$ cat config.mk
export PLATFORM = sky130hd
export DESIGN_NAME = sb_ctrl
export DESIGN_NICKNAME = d
export VERILOG_FILES = /design/src/rtl/sb_ctrl.sv
export SDC_FILE = /design/constraint.sdc
export NUM_CORES = 1
export LEC_CHECK = 0
export ABC_CLOCK_PERIOD_IN_PS = 2900
export CAP_MARGIN = 0
export CORE_AREA = 2 2 110 112
export DETAILED_ROUTE_END_ITERATION = 12
export DIE_AREA = 0 0 112 114
export PLACE_DENSITY = 0.86
export SLEW_MARGIN = 20
export SYNTH_ARGS = -nofsm -noshare
export SYNTH_HDL_FRONTEND = slang
export SYNTH_SLANG_ARGS = --single-unit
export TNS_END_PERCENT = 20
$ cat constraint.sdc
create_clock -name clk -period 2.9 [get_ports clk]
set_clock_uncertainty 0.1 [all_clocks]
set_input_delay 0.435 -clock clk [delete_from_list [all_inputs] [get_ports clk]]
set_output_delay 0.435 -clock clk [all_outputs]
set_load 0.03 [all_outputs]
$ cat src/rtl/sb_ctrl.sv
// -----------------------------------------------------------------------------
// sb_ctrl : single-port system bus controller shared by data access and fetch.
//
// Arbitrates execute-stage loads/stores and instruction fetches onto one bus
// with at most one transaction in flight. Data requests win over fetches in
// IDLE, but an in-flight fetch is never preempted. Misaligned data requests
// are rejected in IDLE with an error pulse and no bus cycle. A wait-state
// counter aborts a transaction that never receives bus_rvalid_i.
//
// Ports
//   clk, rst        : clock, synchronous active-high reset
//   mem_re_i/we_i   : data read / write request (both high = write)
//   mem_addr_i      : data byte address
//   mem_wdata_i     : store data (low bits valid for byte/halfword)
//   byte_sel_i      : 00 byte, 01 halfword, 10 word, 11 no request
//   load_sign_i     : sign-extend narrow loads
//   rd_waddr_i      : load destination register
//   if_req_i/addr_i : fetch request and word-aligned fetch address
//   bus_*_i         : grant, response valid, read data
//   bus_*_o         : request, word address, write enable, data, byte enables
//   hold_o          : stall pc/execute while a data access is pending
//   if_ack_o/data_o : fetch completion pulse and instruction
//   rd_*_o          : load writeback pulse, register, data
//   err_o           : misalignment or timeout pulse
// -----------------------------------------------------------------------------
module sb_ctrl #(
  parameter int unsigned TIMEOUT = 16
) (
  input  logic        clk,
  input  logic        rst,
  input  logic        mem_re_i,
  input  logic        mem_we_i,
  input  logic [31:0] mem_addr_i,
  input  logic [31:0] mem_wdata_i,
  input  logic [1:0]  byte_sel_i,
  input  logic        load_sign_i,
  input  logic [4:0]  rd_waddr_i,
  input  logic        if_req_i,
  input  logic [31:0] if_addr_i,
  input  logic        bus_gnt_i,
  input  logic        bus_rvalid_i,
  input  logic [31:0] bus_rdata_i,
  output logic        bus_req_o,
  output logic [31:0] bus_addr_o,
  output logic        bus_we_o,
  output logic [31:0] bus_wdata_o,
  output logic [3:0]  bus_be_o,
  output logic        hold_o,
  output logic        if_ack_o,
  output logic [31:0] if_data_o,
  output logic        rd_we_o,
  output logic [4:0]  rd_waddr_o,
  output logic [31:0] rd_wdata_o,
  output logic        err_o
);

  localparam int unsigned CNT_W  = 8;
  localparam int unsigned WADR_W = 30;

  localparam logic [1:0] BS_BYTE = 2'b00;
  localparam logic [1:0] BS_HALF = 2'b01;
  localparam logic [1:0] BS_NONE = 2'b11;

  typedef enum logic [2:0] {
    S_IDLE,
    S_D_REQ,
    S_D_WAIT,
    S_I_REQ,
    S_I_WAIT
  } state_e;

  state_e             state_q, state_d;
  logic [CNT_W-1:0]   cnt_q, cnt_d;
  logic [WADR_W-1:0]  if_addr_q, if_addr_d;

  logic               d_valid;
  logic               misal;
  logic               timeout_hit;
  logic [3:0]         st_be;
  logic [31:0]        st_wdata;
  logic [7:0]         ld_byte;
  logic [15:0]        ld_half;
  logic [31:0]        ld_data;

  // Fetch addresses are word aligned; the low bits carry no information.
  logic               unused_if_lsb;
  assign unused_if_lsb = ^if_addr_i[1:0];

  // State, wait counter and captured fetch address.
  always_ff @(posedge clk) begin
    if (rst) begin
      state_q   <= S_IDLE;
      cnt_q     <= '0;
      if_addr_q <= '0;
    end else begin
      state_q   <= state_d;
      cnt_q     <= cnt_d;
      if_addr_q <= if_addr_d;
    end
  end

  // Data request decode, store lane steering and load lane extraction.
  always_comb begin
    d_valid  = (mem_re_i | mem_we_i) && (byte_sel_i != BS_NONE);

    case (byte_sel_i)
      BS_HALF: misal = mem_addr_i[0];
      2'b10:   misal = (mem_addr_i[1:0] != 2'b00);
      default: misal = 1'b0;
    endcase

    st_be    = 4'b1111;
    st_wdata = mem_wdata_i;
    case (byte_sel_i)
      BS_BYTE: begin
        st_be    = 4'b0001 << mem_addr_i[1:0];
        st_wdata = {4{mem_wdata_i[7:0]}};
      end
      BS_HALF: begin
        st_be    = 4'b0011 << {mem_addr_i[1], 1'b0};
        st_wdata = {2{mem_wdata_i[15:0]}};
      end
      default: ;
    endcase

    ld_byte = 8'(bus_rdata_i >> {mem_addr_i[1:0], 3'b000});
    ld_half = 16'(bus_rdata_i >> {mem_addr_i[1], 4'b0000});
    case (byte_sel_i)
      BS_BYTE: ld_data = {{24{load_sign_i & ld_byte[7]}}, ld_byte};
      BS_HALF: ld_data = {{16{load_sign_i & ld_half[15]}}, ld_half};
      default: ld_data = bus_rdata_i;
    endcase

    timeout_hit = (cnt_q == CNT_W'(TIMEOUT - 1));
  end

  // Next-state and output logic.
  always_comb begin
    state_d     = state_q;
    cnt_d       = cnt_q;
    if_addr_d   = if_addr_q;
    bus_req_o   = 1'b0;
    bus_addr_o  = '0;
    bus_we_o    = 1'b0;
    bus_wdata_o = '0;
    bus_be_o    = '0;
    if_ack_o    = 1'b0;
    if_data_o   = '0;
    rd_we_o     = 1'b0;
    rd_waddr_o  = '0;
    rd_wdata_o  = '0;
    err_o       = 1'b0;

    case (state_q)
      S_IDLE: begin
        if (d_valid && !misal) begin
          state_d = S_D_REQ;
        end else if (if_req_i) begin
          state_d   = S_I_REQ;
          if_addr_d = if_addr_i[31:2];
        end
        if (d_valid && misal) begin
          err_o = 1'b1;
        end
      end

      S_D_REQ: begin
        bus_req_o   = 1'b1;
        bus_addr_o  = {mem_addr_i[31:2], 2'b00};
        bus_we_o    = mem_we_i;
        bus_be_o    = mem_we_i ? st_be : 4'b1111;
        bus_wdata_o = mem_we_i ? st_wdata : '0;
        if (bus_gnt_i) begin
          state_d = S_D_WAIT;
          cnt_d   = '0;
        end
      end

      S_D_WAIT: begin
        if (bus_rvalid_i) begin
          state_d = S_IDLE;
          if (!mem_we_i) begin
            rd_we_o    = 1'b1;
            rd_waddr_o = rd_waddr_i;
            rd_wdata_o = ld_data;
          end
        end else if (timeout_hit) begin
          state_d = S_IDLE;
          cnt_d   = '0;
          err_o   = 1'b1;
        end else begin
          cnt_d = cnt_q + CNT_W'(1);
        end
      end

      S_I_REQ: begin
        bus_req_o  = 1'b1;
        bus_addr_o = {if_addr_q, 2'b00};
        bus_be_o   = 4'b1111;
        if (bus_gnt_i) begin
          state_d = S_I_WAIT;
          cnt_d   = '0;
        end
      end

      S_I_WAIT: begin
        if (bus_rvalid_i) begin
          state_d   = S_IDLE;
          if_ack_o  = 1'b1;
          if_data_o = bus_rdata_i;
        end else if (timeout_hit) begin
          state_d = S_IDLE;
          cnt_d   = '0;
          err_o   = 1'b1;
        end else begin
          cnt_d = cnt_q + CNT_W'(1);
        end
      end

      default: state_d = S_IDLE;
    endcase

    // Stall while a data access is outstanding; released by its response or
    // by an immediate misalignment rejection.
    hold_o = d_valid
             && !((state_q == S_D_WAIT) && bus_rvalid_i)
             && !((state_q == S_IDLE) && misal);

    // Reset silences everything, including a response landing this cycle.
    if (rst) begin
      bus_req_o   = 1'b0;
      bus_addr_o  = '0;
      bus_we_o    = 1'b0;
      bus_wdata_o = '0;
      bus_be_o    = '0;
      if_ack_o    = 1'b0;
      if_data_o   = '0;
      rd_we_o     = 1'b0;
      rd_waddr_o  = '0;
      rd_wdata_o  = '0;
      err_o       = 1'b0;
      hold_o      = 1'b0;
    end
  end

endmodule

-- Word level (Yosys, flattened, before mapping)
Index checks and enable logic that the tools add are counted.
- output and inout port bits: 143
- register bits after elaboration: 41
- bitwise operators: 4
- shift operators: 4
- equality and inequality tests: 14
- reduce and logical (&&, ||, !) cells: 19
- add/subtract/negate cells: 1
- muxes and demuxes: 51
- operator list (operator ; count):
    32-bit 2-to-1 mux ; 11
    32-bit one-hot mux with 2 select lines ; 3
    32-bit by 5-bit right shift with 16-bit output ; 1
    32-bit by 5-bit right shift with 8-bit output ; 1
    8-bit 2-to-1 mux ; 3
    5-bit 2-to-1 mux ; 4
    3-bit 2-to-1 mux ; 6
    1-bit 2-to-1 mux ; 16
    4-bit one-hot mux with 2 select lines ; 2
    8-bit one-hot mux with 2 select lines ; 1
    3-bit one-hot mux with 4 select lines ; 1
    8-bit by 1-bit adder with 8-bit output, second input constant ; 1
    8-bit by 4-bit equality test with 1-bit output, second input constant ; 1
    4-bit 2-to-1 mux ; 2
    2-bit != test, second input constant ; 4
    1-bit logical AND ; 7
    3-bit by 2-bit equality test with 1-bit output, second input constant ; 2
    3-bit AND reduction ; 2
    1-bit one-hot mux with 2 select lines ; 2
    4-bit AND reduction ; 1
    2-bit nonzero test ; 2
    2-bit OR reduction ; 2
    1-bit by 2-bit left shift with 4-bit output, first input constant ; 1
    2-bit by 2-bit left shift with 4-bit output, first input constant ; 1
    other kinds (13) ; 16

-- Depth between registers and ports, before layout
- depth after elaboration: 7
- depth in mapped cells: 9
- mapped depth without buffers: 6

-- Least setup slack after synthesis
OpenSTA, ideal clock, no wires.
- kind: input to output
- from: input byte_sel_i[1]
- to: output bus_wdata_o[14]
- data required time: 2.365 ns
- slack: -0.375 ns
- stages on the path: 7
- data arrival time: 2.740 ns
- buffers on the path: 3
- path through: clkbuf_1 inv_1 ha_1 or2_2 clkbuf_1 clkbuf_1 a311oi_1
- word-level cells in the longest chain between the ends: 5
- RTL lines (item ; line ; RTL):
    from (decl) ; 35 ; input logic [1:0] byte_sel_i,
    2-bit by 1-bit equality test with 1-bit output / 2-bit zero test (equally long branches) ; 114 ; case (byte_sel_i)
    32-bit one-hot mux with 2 select lines * ; 114 ;
    32-bit 2-to-1 mux * ; 172 ; bus_wdata_o = mem_we_i ? st_wdata : '0;
    32-bit 2-to-1 mux * ; 154 ; case (state_q)
    32-bit 2-to-1 mux * ; 230 ; if (rst) begin
    to (decl) ; 46 ; output logic [31:0] bus_wdata_o,
Every way passes the cells marked *; elsewhere a longest branch is shown, timed or not.

-- Final worst setup path
- from: input mem_addr_i[0]
- to: output rd_wdata_o[7]
- word-level cells in the longest chain between the ends: 6
- RTL lines (item ; line ; RTL):
    from (decl) ; 33 ; input logic [31:0] mem_addr_i,
    32-bit by 5-bit right shift with 8-bit output ; 126 ; ld_byte = 8'(bus_rdata_i >> {mem_addr_i[1:0], 3'b000});
    32-bit one-hot mux with 2 select lines ; 128 ; case (byte_sel_i)
    32-bit 2-to-1 mux ; 182 ; if (!mem_we_i) begin
    32-bit 2-to-1 mux ; 180 ; if (bus_rvalid_i) begin
    32-bit 2-to-1 mux ; 154 ;
    32-bit 2-to-1 mux ; 230 ;
    to (decl) ; 53 ; output logic [31:0] rd_wdata_o,
Every way passes these cells.

==> metrics.md <==
| Metric | Value |
|---|---|
| CTS clock-pin slew for the worst setup and hold paths | 0.06 ns |
| Final wirelength | 15700 um |
| Slew @ Worst Pin | 0.466 ns |
| Worst path cell trace | clkdlybuf4s50_1 -> mux4_2 -> and2_4 -> buf_4 -> a21oi_1 -> o31ai_1 -> buf_4 -> buf_12 |
| Largest net degree at the start of global routing | 37 |
| Layout cell share with drive strength beyond 1 | 29.2% |
| Seq/Total Area, Yosys | 21.8% |
| Vias in the first global route | 4491 |
| Tot GR Track Use | 22.8% |
| Post-DP HPWL | 12600 um |
| Worst IR Drop VDD | 0.000338 V |
| WP data arrival | 2.31 ns |
| Leakage | 3.11 nW |
| Initial detailed-routing violation count | 249 |
| # DRC | 0 |
| Cell taking the most area after synthesis | dfxtp_1 |
| Max-slew violation count | 0 |
| Post-Syn Area | 0.00376 mm2 |
| Fin util | 61.7% |
| Nets@finish | 945 |
| Clock sink count | 41 |
| Yosys cell types | 47 |
| Reg2reg path depth | 4 |
| Critical path's largest stage delay | 0.53 ns |
| Max_cap viols | 0 |
| Gr ovfl total | 0 |
| Die footprint | 0.0128 mm2 |
| Gpl congestion | 0.903 |
| EDFF count, synth | 0 |
| Area contributors post-synth | dfxtp_1, mux2i_1, nor2_1, and2_1, a21oi_1 |
| Share of the synthesized area in the top cell type | 21.8% |
| Die Span Y | 114 um |
| Startpoint Class | primary input |
| Skew-Pair Late Insertion Delay | 0.28 ns |
| Clock tree root driver cell | clkbuf_16 |
| Fin. Hold Viols | 0 |
| Filler instances | 1021 |
| Core area | 0.0117 mm2 |
| Power Density | 327 mW/mm2 |
| Status | finished, final reports clean |
| WHS Path Cells | 2 |
| Maximum clock frequency | 352 MHz |
| Number of buffers created by CTS | 5 |
| Synth-to-Final Area Change | 92.0% |
| RSZ-0062 raised after global routing | false |
| Wirelength per Cell | 16.7 um |
| Die X | 112 um |
| Delay-heaviest family, CP | buffers and inverters |
| Routed vias/inst | 5.10 |
| CTS tree | built |
| DRT antenna net count | 0 |
| CP max FO | 3 |
| Vias | 4800 |
| Initial antenna violation count | 0 |
| Main synth FF type | dfxtp_1 |
| Worst R2R Setup Slack | 0.83 ns |
| Antenna Diode Count | 0 |
| Row cnt | 40 |
| Tcrit/Tclk final | 98.0% |
| WS Path Type | primary input to output pin |
| Yosys reg bits | 41 |
| Post-synth ARST share | 0% |
| Clock Path Buffers | 2 |
| HP Start | cnt_q[1] |
| Reg2reg start | state_q[2] |
| Initial Util | 32.1% |
| Fin crit period | 2.84 ns |
| CP max stage cell | mux4_2 |
| Final setup fails | 0 |
| Hold slack | 0.380 ns |
| Most frequent cells in the layout | buf_4, clkdlybuf4s50_1, nor2_1 |
| Drt first pass iters | 5 |
| Crit path capture type | output pin |
| H-tree depth | 2 |
| Most common cell after layout, fill and taps aside | buf_4 |
| Worst hold path type | register to register |
| Cells after synthesis | 508 |
| Worst path bufs/invs | 4 |
| FF-to-FF End | cnt_q[5] |
| Slew HR | 68.1% |
| Most common cell on crit path | buf_4 |
| Mean Syn Cell Area | 7.40 um2 |
| Io pins | 286 |
| Ys Warns | 0 |
| Hold worst-path end | cnt_q[1] |
| CP required | 2.37 ns |
| First-pass GRT wire length | 23500 um |
| Port Buffer Count | 281 |
-- kinds of logic after synthesis --
| family | Yosys count | synth area share, % |
|---|---|---|
| other | 1 | 0.0997 |
| AOI/OAI and AO/OA | 117 | 21.6 |
| muxes | 77 | 20.8 |
| DFF | 41 | 21.8 |
| buffers and inverters | 53 | 6.09 |
| adders and majority gates | 6 | 2.00 |
| and+or+nand+nor | 212 | 27.2 |
| xor gates and xnor gates | 1 | 0.433 |
-- report_power, final --
part | total [mW] | switching [mW] | internal [mW]
logic | 1.20 | 0.628 | 0.573
clock network | 0.520 | 0.213 | 0.307
registers | 0.640 | 0.0323 | 0.607
total | 2.36 | 0.873 | 1.49
-- metal layers --
metal  part of all wire [%]  routed length, um  track usage [%]
met1                     38               5950             25.7
met2                     52               8130             42.3
met3                    7.9               1250             5.10
met4                    2.6                404             8.37
met5                      0                  0                0
-- Yosys cell counts (all sizes together), types with 6 or more instances --
cell type and n:
a22oi 7, a311oi 14, nand2 28, ha 6, o21ai 22, dfxtp 41, a21oi 29, nor2 98
inv 9, o211a 8, o21a 16, mux2i 76, clkbuf 30, buf 14, and2 49
-- area by class of cell --
| type | count | area [um2] | area share (%) |
|---|---|---|---|
| clock buffers | 5 | 125 | 1.73 |
| clock inverters | 1 | 5.00 | 0.0693 |
| inverters | 9 | 33.8 | 0.468 |
| multi-input cells | 416 | 3000 | 41.5 |
| flip-flops and latches | 41 | 822 | 11.4 |
| well taps | 147 | 184 | 2.55 |
| repair buffers | 323 | 3050 | 42.3 |
-- worst max-delay path by stage --
stage                                end     startpoint  slack [ns]  depth (start not counted)
after floorplan           rd_wdata_o[10]  byte_sel_i[1]        -0.1                          8
after global placement    rd_wdata_o[31]  byte_sel_i[1]       -0.12                          8
after detailed placement  rd_wdata_o[31]  byte_sel_i[1]       -0.14                          8
after CTS                          err_o  byte_sel_i[1]       -0.03                          8
after global routing       rd_wdata_o[7]  mem_addr_i[0]       0.007                          8
final                      rd_wdata_o[7]  mem_addr_i[0]        0.06                          8
-- worst register-to-register path, delay by kind of cell, from the launching register on --
kind,cells,cell delay (ns)
AOI/OAI and AO/OA,2,0.63
DFF,1,0.57
and+or+nand+nor,1,0.54
xor gates and xnor gates,1,0.16
-- metrics by stage --
step	worst slack, ns	cell area [um2]	setup TNS, ns	power (mW)	instances
6_report	0.0578	7220	0	2.36	942
5_1_grt	0.00708	7220	0	2.48	942
4_1_cts	-0.0252	7150	-0.0252	2.36	941
3_5_place_dp	-0.138	7000	-2.48	1.84	935
3_3_place_gp	-0.124	7000	-1.92	1.82	935
2_1_floorplan	-0.0968	3950	-1.94	1.32	509
-- registers in the layout, summed over array words and instances (netlist names) --
register	cells
state_q	3
cnt_q	8
if_addr_q	30
-- what timing repair did --
action | CTS | global route
hold buffers | 0 | 0
gates resized for setup | 7 | 14
pin swaps | 2 | 4
setup endpoints to repair | 33 | 47
cloned | 0 | 1
buffers inserted | 0 | 0
(Power assumes the default switching activity.)
